## config.mk

```make
export PLATFORM = sky130hd
export DESIGN_NAME = register_port_arbiter_flat
export DESIGN_NICKNAME = d
export VERILOG_FILES = /design/src/rtl/register_port_arbiter_if.sv /design/src/rtl/register_port_arbiter.sv /design/src/flat_wrapper.sv
export SDC_FILE = /design/constraint.sdc
export NUM_CORES = 1
export LEC_CHECK = 0
export CAP_MARGIN = 20
export CORE_AREA = 2 2 104 106
export DETAILED_ROUTE_END_ITERATION = 10
export DIE_AREA = 0 0 106 108
export PLACE_DENSITY = 0.85
export SLEW_MARGIN = 10
export SYNTH_ARGS = -nofsm -noshare
export SYNTH_HDL_FRONTEND = slang
export SYNTH_SLANG_ARGS = --single-unit
export TNS_END_PERCENT = 20
```

## constraint.sdc

```tcl
create_clock -name clk -period 4.2 [get_ports clk]
set_clock_uncertainty 0.2 [all_clocks]
set_input_delay 0.42 -clock clk [delete_from_list [all_inputs] [get_ports clk]]
set_output_delay 0.42 -clock clk [all_outputs]
set_load 0.02 [all_outputs]
```

## src/rtl/register_port_arbiter_if.sv

```systemverilog
// Request/response and register-file bus of the register-file port arbiter.
// slave is the arbiter's view; master is the requester/register-file side.
interface register_port_arbiter_if #(
   parameter int unsigned N_REQ  = 4,
   parameter int unsigned ADDR_W = 5
);
   logic                      hold;
   logic [N_REQ-1:0]          req_valid;
   logic [N_REQ-1:0]          req_ready;
   logic [N_REQ-1:0]          req_we;
   logic [N_REQ*ADDR_W-1:0]   req_addr;
   logic [N_REQ*32-1:0]       req_wdata;
   logic [ADDR_W-1:0]         rf_addr;
   logic                      rf_we;
   logic [31:0]               rf_wd;
   logic [31:0]               rf_rd;
   logic [N_REQ-1:0]          rsp_valid;
   logic [31:0]               rsp_rdata;

   modport slave (
      input  hold, req_valid, req_we, req_addr, req_wdata, rf_rd,
      output req_ready, rf_addr, rf_we, rf_wd, rsp_valid, rsp_rdata
   );

   modport master (
      output hold, req_valid, req_we, req_addr, req_wdata, rf_rd,
      input  req_ready, rf_addr, rf_we, rf_wd, rsp_valid, rsp_rdata
   );
endinterface

```

## src/rtl/register_port_arbiter.sv

```systemverilog
// Round-robin arbiter sharing one register-file port among N_REQ requesters.
// Stage 1 registers the winning command onto the port; stage 2 returns the response.
module register_port_arbiter #(
   parameter int unsigned N_REQ  = 4,
   parameter int unsigned ADDR_W = 5
) (
   input  logic                   clk,
   input  logic                   rst,
   register_port_arbiter_if.slave bus
);
   localparam int unsigned IdW = (N_REQ > 1) ? $clog2(N_REQ) : 1;

   logic [IdW-1:0]    r_prio;
   logic              r_s1_valid;
   logic [IdW-1:0]    r_s1_id;
   logic [ADDR_W-1:0] r_rf_addr;
   logic              r_rf_we;
   logic [31:0]       r_rf_wd;
   logic [N_REQ-1:0]  r_rsp_valid;
   logic [31:0]       r_rsp_rdata;

   logic              w_found;
   logic [IdW-1:0]    w_win;
   logic              w_accept;
   logic [N_REQ-1:0]  w_ready;

   function automatic logic [IdW-1:0] wrap_add(input logic [IdW-1:0] base,
                                               input int unsigned  off);
      int unsigned sum;
      sum = (32'(base) + off) % N_REQ;
      return sum[IdW-1:0];
   endfunction

   // First valid requester at or after the pointer, wrapping around.
   always_comb begin
      w_found = 1'b0;
      w_win   = '0;
      for (int unsigned k = 0; k < N_REQ; k++) begin
         if (!w_found && bus.req_valid[wrap_add(r_prio, k)]) begin
            w_found = 1'b1;
            w_win   = wrap_add(r_prio, k);
         end
      end
   end

   assign w_accept = w_found && !bus.hold && !rst;
   assign w_ready  = w_accept ? (N_REQ'(1) << w_win) : '0;

   always_ff @(posedge clk) begin
      if (rst) begin
         r_prio      <= '0;
         r_s1_valid  <= 1'b0;
         r_s1_id     <= '0;
         r_rf_addr   <= '0;
         r_rf_we     <= 1'b0;
         r_rf_wd     <= '0;
         r_rsp_valid <= '0;
         r_rsp_rdata <= '0;
      end else begin
         if (w_accept) begin
            r_prio     <= wrap_add(w_win, 1);
            r_s1_valid <= 1'b1;
            r_s1_id    <= w_win;
            r_rf_addr  <= bus.req_addr[32'(w_win)*ADDR_W +: ADDR_W];
            r_rf_we    <= bus.req_we[w_win];
            r_rf_wd    <= bus.req_wdata[32'(w_win)*32 +: 32];
         end else begin
            r_s1_valid <= 1'b0;
            r_rf_we    <= 1'b0;
         end
         // rf_rd is sampled before the write edge, so writes return the old value.
         if (r_s1_valid) begin
            r_rsp_valid <= N_REQ'(1) << r_s1_id;
            r_rsp_rdata <= bus.rf_rd;
         end else begin
            r_rsp_valid <= '0;
         end
      end
   end

   assign bus.req_ready = w_ready;
   assign bus.rf_addr   = r_rf_addr;
   assign bus.rf_we     = r_rf_we;
   assign bus.rf_wd     = r_rf_wd;
   assign bus.rsp_valid = r_rsp_valid;
   assign bus.rsp_rdata = r_rsp_rdata;
endmodule

```

## src/flat_wrapper.sv

```systemverilog
// flat-port wrapper written by rule: the top's interface ports become plain ports
module register_port_arbiter_flat 
#(
   parameter int unsigned N_REQ  = 4,
   parameter int unsigned ADDR_W = 5
)
  (clk, rst, bus_hold, bus_req_valid, bus_req_we, bus_req_addr, bus_req_wdata, bus_rf_rd, bus_req_ready, bus_rf_addr, bus_rf_we, bus_rf_wd, bus_rsp_valid, bus_rsp_rdata);
  register_port_arbiter_if #(.N_REQ(N_REQ), .ADDR_W(ADDR_W)) bus_i ();
  input  logic clk;
  input  logic rst;
  input wire logic [$bits(bus_i.hold)-1:0] bus_hold;
  input wire logic [$bits(bus_i.req_valid)-1:0] bus_req_valid;
  input wire logic [$bits(bus_i.req_we)-1:0] bus_req_we;
  input wire logic [$bits(bus_i.req_addr)-1:0] bus_req_addr;
  input wire logic [$bits(bus_i.req_wdata)-1:0] bus_req_wdata;
  input wire logic [$bits(bus_i.rf_rd)-1:0] bus_rf_rd;
  output wire logic [$bits(bus_i.req_ready)-1:0] bus_req_ready;
  output wire logic [$bits(bus_i.rf_addr)-1:0] bus_rf_addr;
  output wire logic [$bits(bus_i.rf_we)-1:0] bus_rf_we;
  output wire logic [$bits(bus_i.rf_wd)-1:0] bus_rf_wd;
  output wire logic [$bits(bus_i.rsp_valid)-1:0] bus_rsp_valid;
  output wire logic [$bits(bus_i.rsp_rdata)-1:0] bus_rsp_rdata;
  assign bus_i.hold = bus_hold;
  assign bus_i.req_valid = bus_req_valid;
  assign bus_i.req_we = bus_req_we;
  assign bus_i.req_addr = bus_req_addr;
  assign bus_i.req_wdata = bus_req_wdata;
  assign bus_i.rf_rd = bus_rf_rd;
  assign bus_req_ready = bus_i.req_ready;
  assign bus_rf_addr = bus_i.rf_addr;
  assign bus_rf_we = bus_i.rf_we;
  assign bus_rf_wd = bus_i.rf_wd;
  assign bus_rsp_valid = bus_i.rsp_valid;
  assign bus_rsp_rdata = bus_i.rsp_rdata;
  register_port_arbiter #(.N_REQ(N_REQ), .ADDR_W(ADDR_W)) u_core (.clk(clk), .rst(rst), .bus(bus_i));
endmodule
```

; ---- Word level (Yosys, flattened, before mapping)
; Index checks and enable logic that the tools add are counted.
[word_totals]
rom_bits = 0
ff_bits = 79
in_bits = 191
ram_bits = 0
n_memories = 0
output_inout_bits = 78
latchBits = 0
word_cells = 56
[classes]
n_eq_ne = 0
order_cmp = 5
shifts = 4
n_div = 0
bitwise_logic = 2
n_mul = 1
n_reduce_logical = 12
n_mux = 20
addsub = 4
[op_table]
columns = op, count
row1 = $shiftx A128 B8 Y32, 1
row2 = $shiftx A20 B6 Y5, 1
row3 = $lt A2 B3 Y1 const B, 5
row4 = $bmux W1 S2, 5
row5 = $mux W1, 10
row6 = $mux W2, 4
row7 = $shl A1 B2 Y4 const A, 2
row8 = $logic_and A1 B1 Y1, 5
row9 = $logic_not A1 Y1, 5
row10 = $mul A2 B3 Y5 const B, 1
row11 = $add A2 B1 Y2 const B, 2
row12 = $add A2 B2 Y2 const B, 2
row13 = $mux W4, 1
row14 = $reduce_or A2 Y1, 2
row15 = $not A1 Y1, 2

; ---- Depth between registers and ports, before layout
; Gate-level depths: netlist of the first run.
[depth]
ltp_word = 16
depth_mapped = 7
ltp_nobuf = 5

; ---- Worst setup path after synthesis of the first run
; OpenSTA, ideal clock, no wires.
[synth_timing]
kind = input to output
startpoint = input bus_req_valid[2]
endpoint = output bus_req_ready[0]
setup_slack_ns = 1.795
required_ns = 3.580
path_stages = 5
path_buffers = 1
arrival_ns = 1.785
path_cell_list = nor2b_1 a21boi_0 o32a_1 clkbuf_1 nor3_1
[synth_via]
elab_chain_cells = 15
elab_cells_between_ends = 26
cone_classes = shift: 1 / mux: 17 / reduce/logical: 8
[synth_lines]
columns = item, line
row1 = start: declaration, flat_wrapper.sv:12  ; input wire logic [$bits(bus_i.req_valid)-1:0] bus_req_valid;
row2 = $bmux W1 S2, register_port_arbiter.sv:39  ; if (!w_found && bus.req_valid[wrap_add(r_prio, k)]) begin
row3 = $mux W1 (not written as such), register_port_arbiter.sv:39
row4 = $mux W1, register_port_arbiter.sv:39
row5 = $logic_not A1 Y1, register_port_arbiter.sv:39
row6 = $logic_and A1 B1 Y1, register_port_arbiter.sv:39
row7 = $mux W1, register_port_arbiter.sv:39
row8 = $logic_not A1 Y1, register_port_arbiter.sv:39
row9 = $logic_and A1 B1 Y1, register_port_arbiter.sv:39
row10 = $mux W1, register_port_arbiter.sv:39
row11 = $logic_not A1 Y1, register_port_arbiter.sv:39
row12 = $logic_and A1 B1 Y1, register_port_arbiter.sv:39
row13 = $mux W1, register_port_arbiter.sv:39
row14 = $logic_and A1 B1 Y1 (2 in a row), register_port_arbiter.sv:46  ; assign w_accept = w_found && !bus.hold && !rst;
row15 = $mux W4 (*), register_port_arbiter.sv:47  ; assign w_ready = w_accept ? (N_REQ'(1) << w_win) : '0;
row16 = end: declaration, flat_wrapper.sv:17  ; output wire logic [$bits(bus_i.req_ready)-1:0] bus_req_ready;
; Mark *: on every way between the ends. The rest lies on a longest branch, timed or not. The select of a mux whose other input is x is not followed.

; ---- Worst setup path after layout of the first run
[layout_timing]
startpoint = input bus_req_valid[3]
endpoint = output bus_req_ready[2]
; The elaborated chain is that of the path after synthesis.

==> metrics.csv, run 1 <==
stage,metric,value,unit
finish,final_util,66.3,%
yosys,syn_avg_cell_area,9.43,um2
finish,nets,850,
clock_network,clkSinkCount,79,
yosys,yosysWarnings,0,
critical_path,ff2ff_path_depth,5,
floorplan,initial_utilization,37.9,%
placement,placed_cells,784,
grt,grtUsageTotal,25.1,%
power_and_ir_drop,vdd_drop_max,0.192,mV
clock_network,cts_hold_buffers,0,
timing,finalSetupViolCount,0,
clock_network,numCtsBuffers,9,
clock_network,clk_root_buffer_cell,clkbuf_8,
timing,tns,0,ns
routing,first_pass_iters,5,
critical_path,cp-end-kind,primary output,
critical_path,arrival,2.78,ns
grt,grt_pass1_wl,22700,um
floorplan,num_rows,37,
critical_path,startpoint_type,input pin,
timing,report.final.slew_viol_count,0,
timing,worst_slew_pin_slew,1.03,ns
clock_network,clk_pin_slew,0.10,ns
floorplan,dieHeight,108,um
finish,area_growth,75.1,%
routing,via_per_inst,5.34,
floorplan,io_pins,269,
finish,stdcell_count,800,
finish,final_cell_mix,"clkdlybuf4s50_1, dfxtp_1, mux2i_1, and3_1, a211oi_1",
critical_path,r2r_start,u_core.r_prio[1]$_SDFFE_PP0P_,
yosys,synth_cell_types,37,
finish,drive_gt1_share,4.67,%
critical_path,critPathLaunch,bus_req_valid[3],
yosys,ys_seq_elements,79,
yosys,netlist_instances,411,
routing,dr_total_vias,4271,
timing,period_minus_slack,3.40,ns
run_status,status,"finished, final reports clean",
grt,grt_overflow,0,
routing,antenna_left,0,
finish,final_common_cell,clkdlybuf4s50_1,
timing,slew_headroom,31.3,%
critical_path,r2r_end,u_core.bus.rf_wd[9]$_SDFFE_PP0P_,
grt,antenna_found_initial,0,
grt,grt_max_degree,52,
finish,antenna_cells,0,
power_and_ir_drop,power_density,308,nW/um2
clock_network,h-tree-depth,3,
clock_network,cts_setup_buffers,0,
routing,drc,0,
floorplan,core,10200,um2
placement,gp_congestion,0.816,
yosys,syn_nets,602,
clock_network,cts-resized-gates,0,
hold_path,hp-class,reg -> reg,
yosys,syn_area,3870,um2
critical_path,path_class,in -> out,
grt,grt_pass1_vias,4423,
job,cap_violations,0,
timing,rsz0062_at_grt,no,
routing,drt-initial-drc-count,182,
floorplan,dieArea,11400,um2
clock_network,insertion_delay,0.34,ns
yosys,ys_seq_area_share,40.8,%
routing,detail_route.wl_per_cell,18.4,um
timing,max_freq,294,MHz
routing,drt_wl_total,14700,um
floorplan,die_x,106,um
critical_path,crit_end,bus_req_ready[2],
timing,holdWs,0.266,ns
power_and_ir_drop,power_leakage,2.69,nW
placement,io_buffers,268,
timing,period_share,80.8,%
critical_path,worst_ep_required_time,3.58,ns
placement,place_hpwl,11300,um
critical_path,rrSetupSlack,1.48,ns
critical_path,path_max_fanout,20,
timing,hold_violations,0,
clock_network,cts_buffer_depth,2,
clock_network,cts_tree,yes,
-- sequential cells by signal (all words and copies together), names as in the netlist --
| register | count |
|---|---|
| u_core.bus.rsp_valid | 4 |
| u_core.r_prio | 2 |
| u_core.bus.rf_we | 1 |
| u_core.r_s1_valid | 1 |
| u_core.bus.rsp_rdata | 32 |
| u_core.r_s1_id | 2 |
| u_core.bus.rf_wd | 32 |
| u_core.bus.rf_addr | 5 |
-- synthesized netlist by cell type, drive strengths merged --
cell | instances | area [um2]
inv | 2 | 7.50
nor4b | 1 | 8.76
nand2 | 26 | 100
clkbuf | 27 | 101
nor3b | 1 | 7.51
nand3b | 12 | 90.1
nand3 | 6 | 30.0
o32ai | 1 | 16.3
a311oi | 1 | 8.76
and4b | 1 | 10.0
mux2i | 68 | 681
nor4bb | 2 | 20.0
or4 | 1 | 7.51
a22o | 1 | 8.76
and2 | 2 | 12.5
or4b | 1 | 13.8
nor4 | 1 | 6.26
o31ai | 19 | 143
a21oi | 1 | 5.00
a21boi | 1 | 7.51
o31a | 1 | 8.76
or3 | 1 | 6.26
dfxtp | 79 | 1580
nor2b | 4 | 25.0
o21ai | 1 | 5.00
a2bb2oi | 1 | 8.76
buf | 11 | 87.6
nor2 | 36 | 135
o32a | 1 | 10.0
nor3 | 3 | 15.0
and3 | 41 | 257
a211oi | 39 | 293
o221ai | 18 | 158
-- per-layer routing --
layer	GRT usage [%]	up-vias	routed length [um]	part of all wire (%)
met1	27.1	2011	5500	37
li1	-	2033	-	-
met5	0	-	0	0
met2	45.5	201	7400	50
met3	8.92	26	1450	9.9
met4	8.74	0	378	2.6
-- final cells by class --
cell class              count  area (um2)
fillers                   852        3440
clock inverters             7        72.6
flip-flops and latches     79        1580
well taps                 136         170
repair buffers            275        2730
clock buffers               9         124
inverters                   2        7.51
multi-input cells         292        2100
-- critical path: stages --
cell and delay (ns):
clkdlybuf4s50_1 0.57, nor4_1 0.10, or3_2 0.63, nor3_1 0.33
clkdlybuf4s50_1 0.72
-- where the power goes --
part | switching [W] | internal (W) | total [W]
sequential | 0.0000434 | 0.000811 | 0.000855
combinational | 0.000301 | 0.000378 | 0.000680
clock | 0.000323 | 0.000234 | 0.000558
-- stage by stage --
stage	setup slack [ns]	cell area (um2)	total power, W
floorplan	1.79	3870	0.00120
global placement	0.879	6590	0.00153
detailed placement	0.835	6590	0.00155
CTS	0.837	6790	0.00211
global route	0.701	6790	0.00219
finish	0.804	6790	0.00209
-- kinds of logic (layout without fill, tap and decap cells) --
kind of cell           after synthesis  in the layout  share of synthesized area, %
AO/OA/AOI/OAI                       85             85                          17.3
buffers and inverters               40            293                          5.07
flip-flops                          79             79                          40.8
multiplexers                        68             68                          17.6
AND/OR/NAND/NOR                    139            139                          19.2
-- worst min path at each step --
stage / cells past startpoint / slack [ns] / from / endpoint
final: 2 / 0.27 / u_core.bus.rf_wd[10]$_SDFFE_PP0P_ / u_core.bus.rf_wd[10]$_SDFFE_PP0P_
after global routing: 2 / 0.29 / u_core.bus.rf_wd[15]$_SDFFE_PP0P_ / u_core.bus.rf_wd[15]$_SDFFE_PP0P_
after CTS: 2 / 0.27 / u_core.bus.rf_wd[20]$_SDFFE_PP0P_ / u_core.bus.rf_wd[20]$_SDFFE_PP0P_
after detailed placement: 2 / 0.24 / u_core.bus.rf_wd[20]$_SDFFE_PP0P_ / u_core.bus.rf_wd[20]$_SDFFE_PP0P_
after global placement: 2 / 0.24 / u_core.bus.rf_wd[17]$_SDFFE_PP0P_ / u_core.bus.rf_wd[17]$_SDFFE_PP0P_
after floorplan: 1 / 0.25 / u_core.r_s1_id[1]$_SDFFE_PP0P_ / u_core.bus.rsp_valid[1]$_SDFF_PP0_
Power figures use the tool's default switching activity.
==> inputs of run 2 (changes only) <==
Settings changed: CORE_AREA 2 2 104 106 to 2 2 104 126, DIE_AREA 0 0 106 108 to 0 0 106 128, PLACE_DENSITY 0.85 to 0.76.
Clock period 4.2 ns to 2.8 ns, I/O delays scaled along.
==> run 2 against run 1 <==
  * Critical path depth is 2 higher
  * Clock power is 130% higher
  * Clock-buffer cell count is 2 higher
  * Hold slack worse by 0.095 ns
  * Combinational power is 56% higher
  * Die area is 19% higher
  * Cell count is 5.4% higher
  * Routed wire length is 2.4% lower
  * Non-clock buffer count is 16 higher
  * Critical endpoint is now bus_req_ready[0]
  * Largest cell class unchanged
==> metrics.csv, run 2 (synthesis gave the netlist of run 1 again) <==
stage,metric,value,unit,change
critical_path,critPathLaunch,bus_req_valid[2],,
hold_path,hp-class,in -> reg,,
critical_path,crit_path_top_delay_cell,clkdlybuf4s50_1,,
routing,drt-initial-drc-count,175,,-3.8%
routing,first_pass_iters,4,,-1
timing,slew_headroom,30.8,%,-0.54 points
routing,dr_total_vias,4287,,+0.37%
placement,gp_congestion,0.810,,-0.74%
job,cap_violations,0,,unchanged
grt,antenna_found_initial,0,,unchanged
routing,drc,0,,unchanged
finish,antenna_cells,0,,unchanged
critical_path,crit_chain,clkdlybuf4s50_1 > nor2b_1 > a21boi_1 > o32a_1 > buf_4 > nor3_1 > buf_4,,
clock_network,clkSinkCount,79,,unchanged
timing,max_freq,386,MHz,
grt,grt_pass1_vias,4375,,-1.1%
critical_path,rrSetupSlack,0.49,ns,-0.99 ns
clock_network,h-tree-depth,3,,unchanged
placement,placed_cells,828,,+5.6%
power_and_ir_drop,power_leakage,2.86,nW,+6.6%
critical_path,r2r_start,u_core.r_prio[0]$_SDFFE_PP0P_,,
timing,rsz0062_at_grt,no,,
routing,detail_route.wl_per_cell,17.0,um,-7.4%
critical_path,cp-end-kind,primary output,,
critical_path,path_class,in -> out,,
critical_path,worst_ep_required_time,2.32,ns,-1.26 ns
timing,worst_slew_pin_slew,1.04,ns,+0.00803 ns
timing,holdWs,0.171,ns,-0.0952 ns
floorplan,initial_utilization,31.1,%,-6.7 points
finish,final_area,7090,um2,+4.5%
grt,grt_busiest_layer,met2,,
placement,place_hpwl,10900,um,-3.2%
clock_network,clk_root_buffer_cell,clkbuf_16,,
clock_network,numCtsBuffers,9,,unchanged
critical_path,cp.buffers_inverters,3,,+1
finish,final_common_cell,clkdlybuf4s50_1,,
critical_path,crit_end,bus_req_ready[0],,
timing,period_share,92.5,%,
critical_path,crit_top_cell,buf_4,,
floorplan,num_rows,45,,+22%
timing,report.final.slew_viol_count,0,,unchanged
finish,n_fill_cell,1085,,+27%
critical_path,arrival,2.11,ns,-0.67 ns
clock_network,cts_hold_buffers,0,,unchanged
grt,grt_use_met2,37.0,%,-8.5 points
critical_path,path_max_fanout,21,,+5.0%
clock_network,cts_buffer_depth,2,,unchanged
finish,area_growth,83.1,%,
finish,final_cell_mix,"clkdlybuf4s50_1, dfxtp_1, mux2i_1, and3_1, a211oi_1",,
grt,grtUsageTotal,20.4,%,-4.7 points
clock_network,cts_tree,yes,,
critical_path,critical_path_depth,7,,+2
placement,post_dp_cell_area,6770,um2,+2.7%
clock_network,clk_pin_slew,0.06,ns,-0.04 ns
run_status,status,"finished, final reports clean",,
floorplan,dieHeight,128,um,+19%
finish,nets,866,,+1.9%
finish,final_util,57.0,%,-9.3 points
critical_path,cp_top_family,buffers and inverters,,
critical_path,ff2ff_path_depth,7,,+2
grt,met1_usage,22.6,%,-4.5 points
routing,antenna_left,0,,unchanged
grt,met3_usage,5.24,%,-3.7 points
routing,drt_wl_total,14400,um,-2.4%
finish,drive_gt1_share,6.48,%,+1.8 points
timing,period_minus_slack,2.59,ns,
grt,grt_max_degree,52,,unchanged
grt,grt_pass1_wl,22000,um,-3.0%
floorplan,die_x,106,um,unchanged
finish,stdcell_count,843,,+5.4%
critical_path,r2r_end,u_core.bus.rf_wd[4]$_SDFFE_PP0P_,,
clock_network,insertion_delay,0.33,ns,about the same
floorplan,dieArea,13600,um2,+19%
placement,io_buffers,268,,unchanged
floorplan,core,12400,um2,+22%
power_and_ir_drop,power_density,514,nW/um2,+67%
timing,hold_violations,0,,unchanged
routing,via_per_inst,5.09,,-4.7%
hold_path,whs_path_depth,3,,+1
critical_path,startpoint_type,input pin,,
grt,grt_overflow,0,,unchanged
power_and_ir_drop,vdd_drop_max,0.330,mV,+72%
timing,tns,0,ns,unchanged
timing,finalSetupViolCount,0,,unchanged
critical_path,slowest_delay,0.45,ns,-0.27 ns
floorplan,io_pins,269,,unchanged
[run 2: cell count changes in the layout (fill, tap and decap cells not counted), moves of 3 or more]
| cell | before | now |
|---|---|---|
| clkdlybuf4s50_1 | 267 | 263 |
| buf_4 | 7 | 22 |
| bufinv_16 | 0 | 3 |
| clkbuf_16 | 0 | 9 |
| clkbuf_8 | 9 | 0 |
| inv_6 | 3 | 0 |
[run 2: per-layer routing]
metal / vias to the layer above / part of all wire (%)
met5: - / 0
met2: 176 / 50
met1: 2002 / 40
li1: 2078 / -
met3: 31 / 6.9
met4: 0 / 2.9
[run 2: repair_timing]
action,in CTS,in global routing
pin swaps,0,0
resized for setup,2,2
setup endpoints to repair,2,1
buffers inserted,0,0
[run 2: worst register-to-register path: cells and delay by family, from the launching register on]
family	cells	cell delay [ns]
buf+inv	2	0.38
simple gates	3	0.85
flops	1	0.37
compound gates	2	0.39
[run 2: worst min-delay path by stage]
stage | startpoint | endpoint | slack (ns)
2_1_floorplan | rst | u_core.bus.rsp_valid[1]$_SDFF_PP0_ | 0.16
3_3_place_gp | u_core.bus.rf_wd[6]$_SDFFE_PP0P_ | u_core.bus.rf_wd[6]$_SDFFE_PP0P_ | 0.24
3_5_place_dp | u_core.bus.rf_wd[31]$_SDFFE_PP0P_ | u_core.bus.rf_wd[31]$_SDFFE_PP0P_ | 0.24
4_1_cts | rst | u_core.r_s1_valid$_SDFF_PP0_ | 0.16
5_1_grt | rst | u_core.r_s1_valid$_SDFF_PP0_ | 0.20
6_report | rst | u_core.r_s1_valid$_SDFF_PP0_ | 0.17
[run 2: final cells by class]
class / count / area [um2] / area share, %
multi-input cells: 292 / 2100 / 29.6
clock buffers: 11 / 233 / 3.28
well taps: 164 / 205 / 2.89
repair buffers: 291 / 2870 / 40.5
inverters: 2 / 7.51 / 0.106
flip-flops and latches: 79 / 1580 / 22.3
clock inverters: 4 / 95.1 / 1.34
[run 2: power by group]
part	leakage (nW)	switching (W)	internal (W)
Sequential	0.649	0.0000642	0.00122
Combinational	2.05	0.000458	0.000597
Clock	0.160	0.000446	0.000865
[run 2: stage by stage]
| step | setup slack [ns] | power (W) |
|---|---|---|
| 2_1_floorplan | 0.675 | 0.00179 |
| 3_3_place_gp | -0.0493 | 0.00234 |
| 3_5_place_dp | -0.110 | 0.00237 |
| 4_1_cts | 0.00355 | 0.00368 |
| 5_1_grt | 0.0838 | 0.00382 |
| 6_report | 0.209 | 0.00365 |
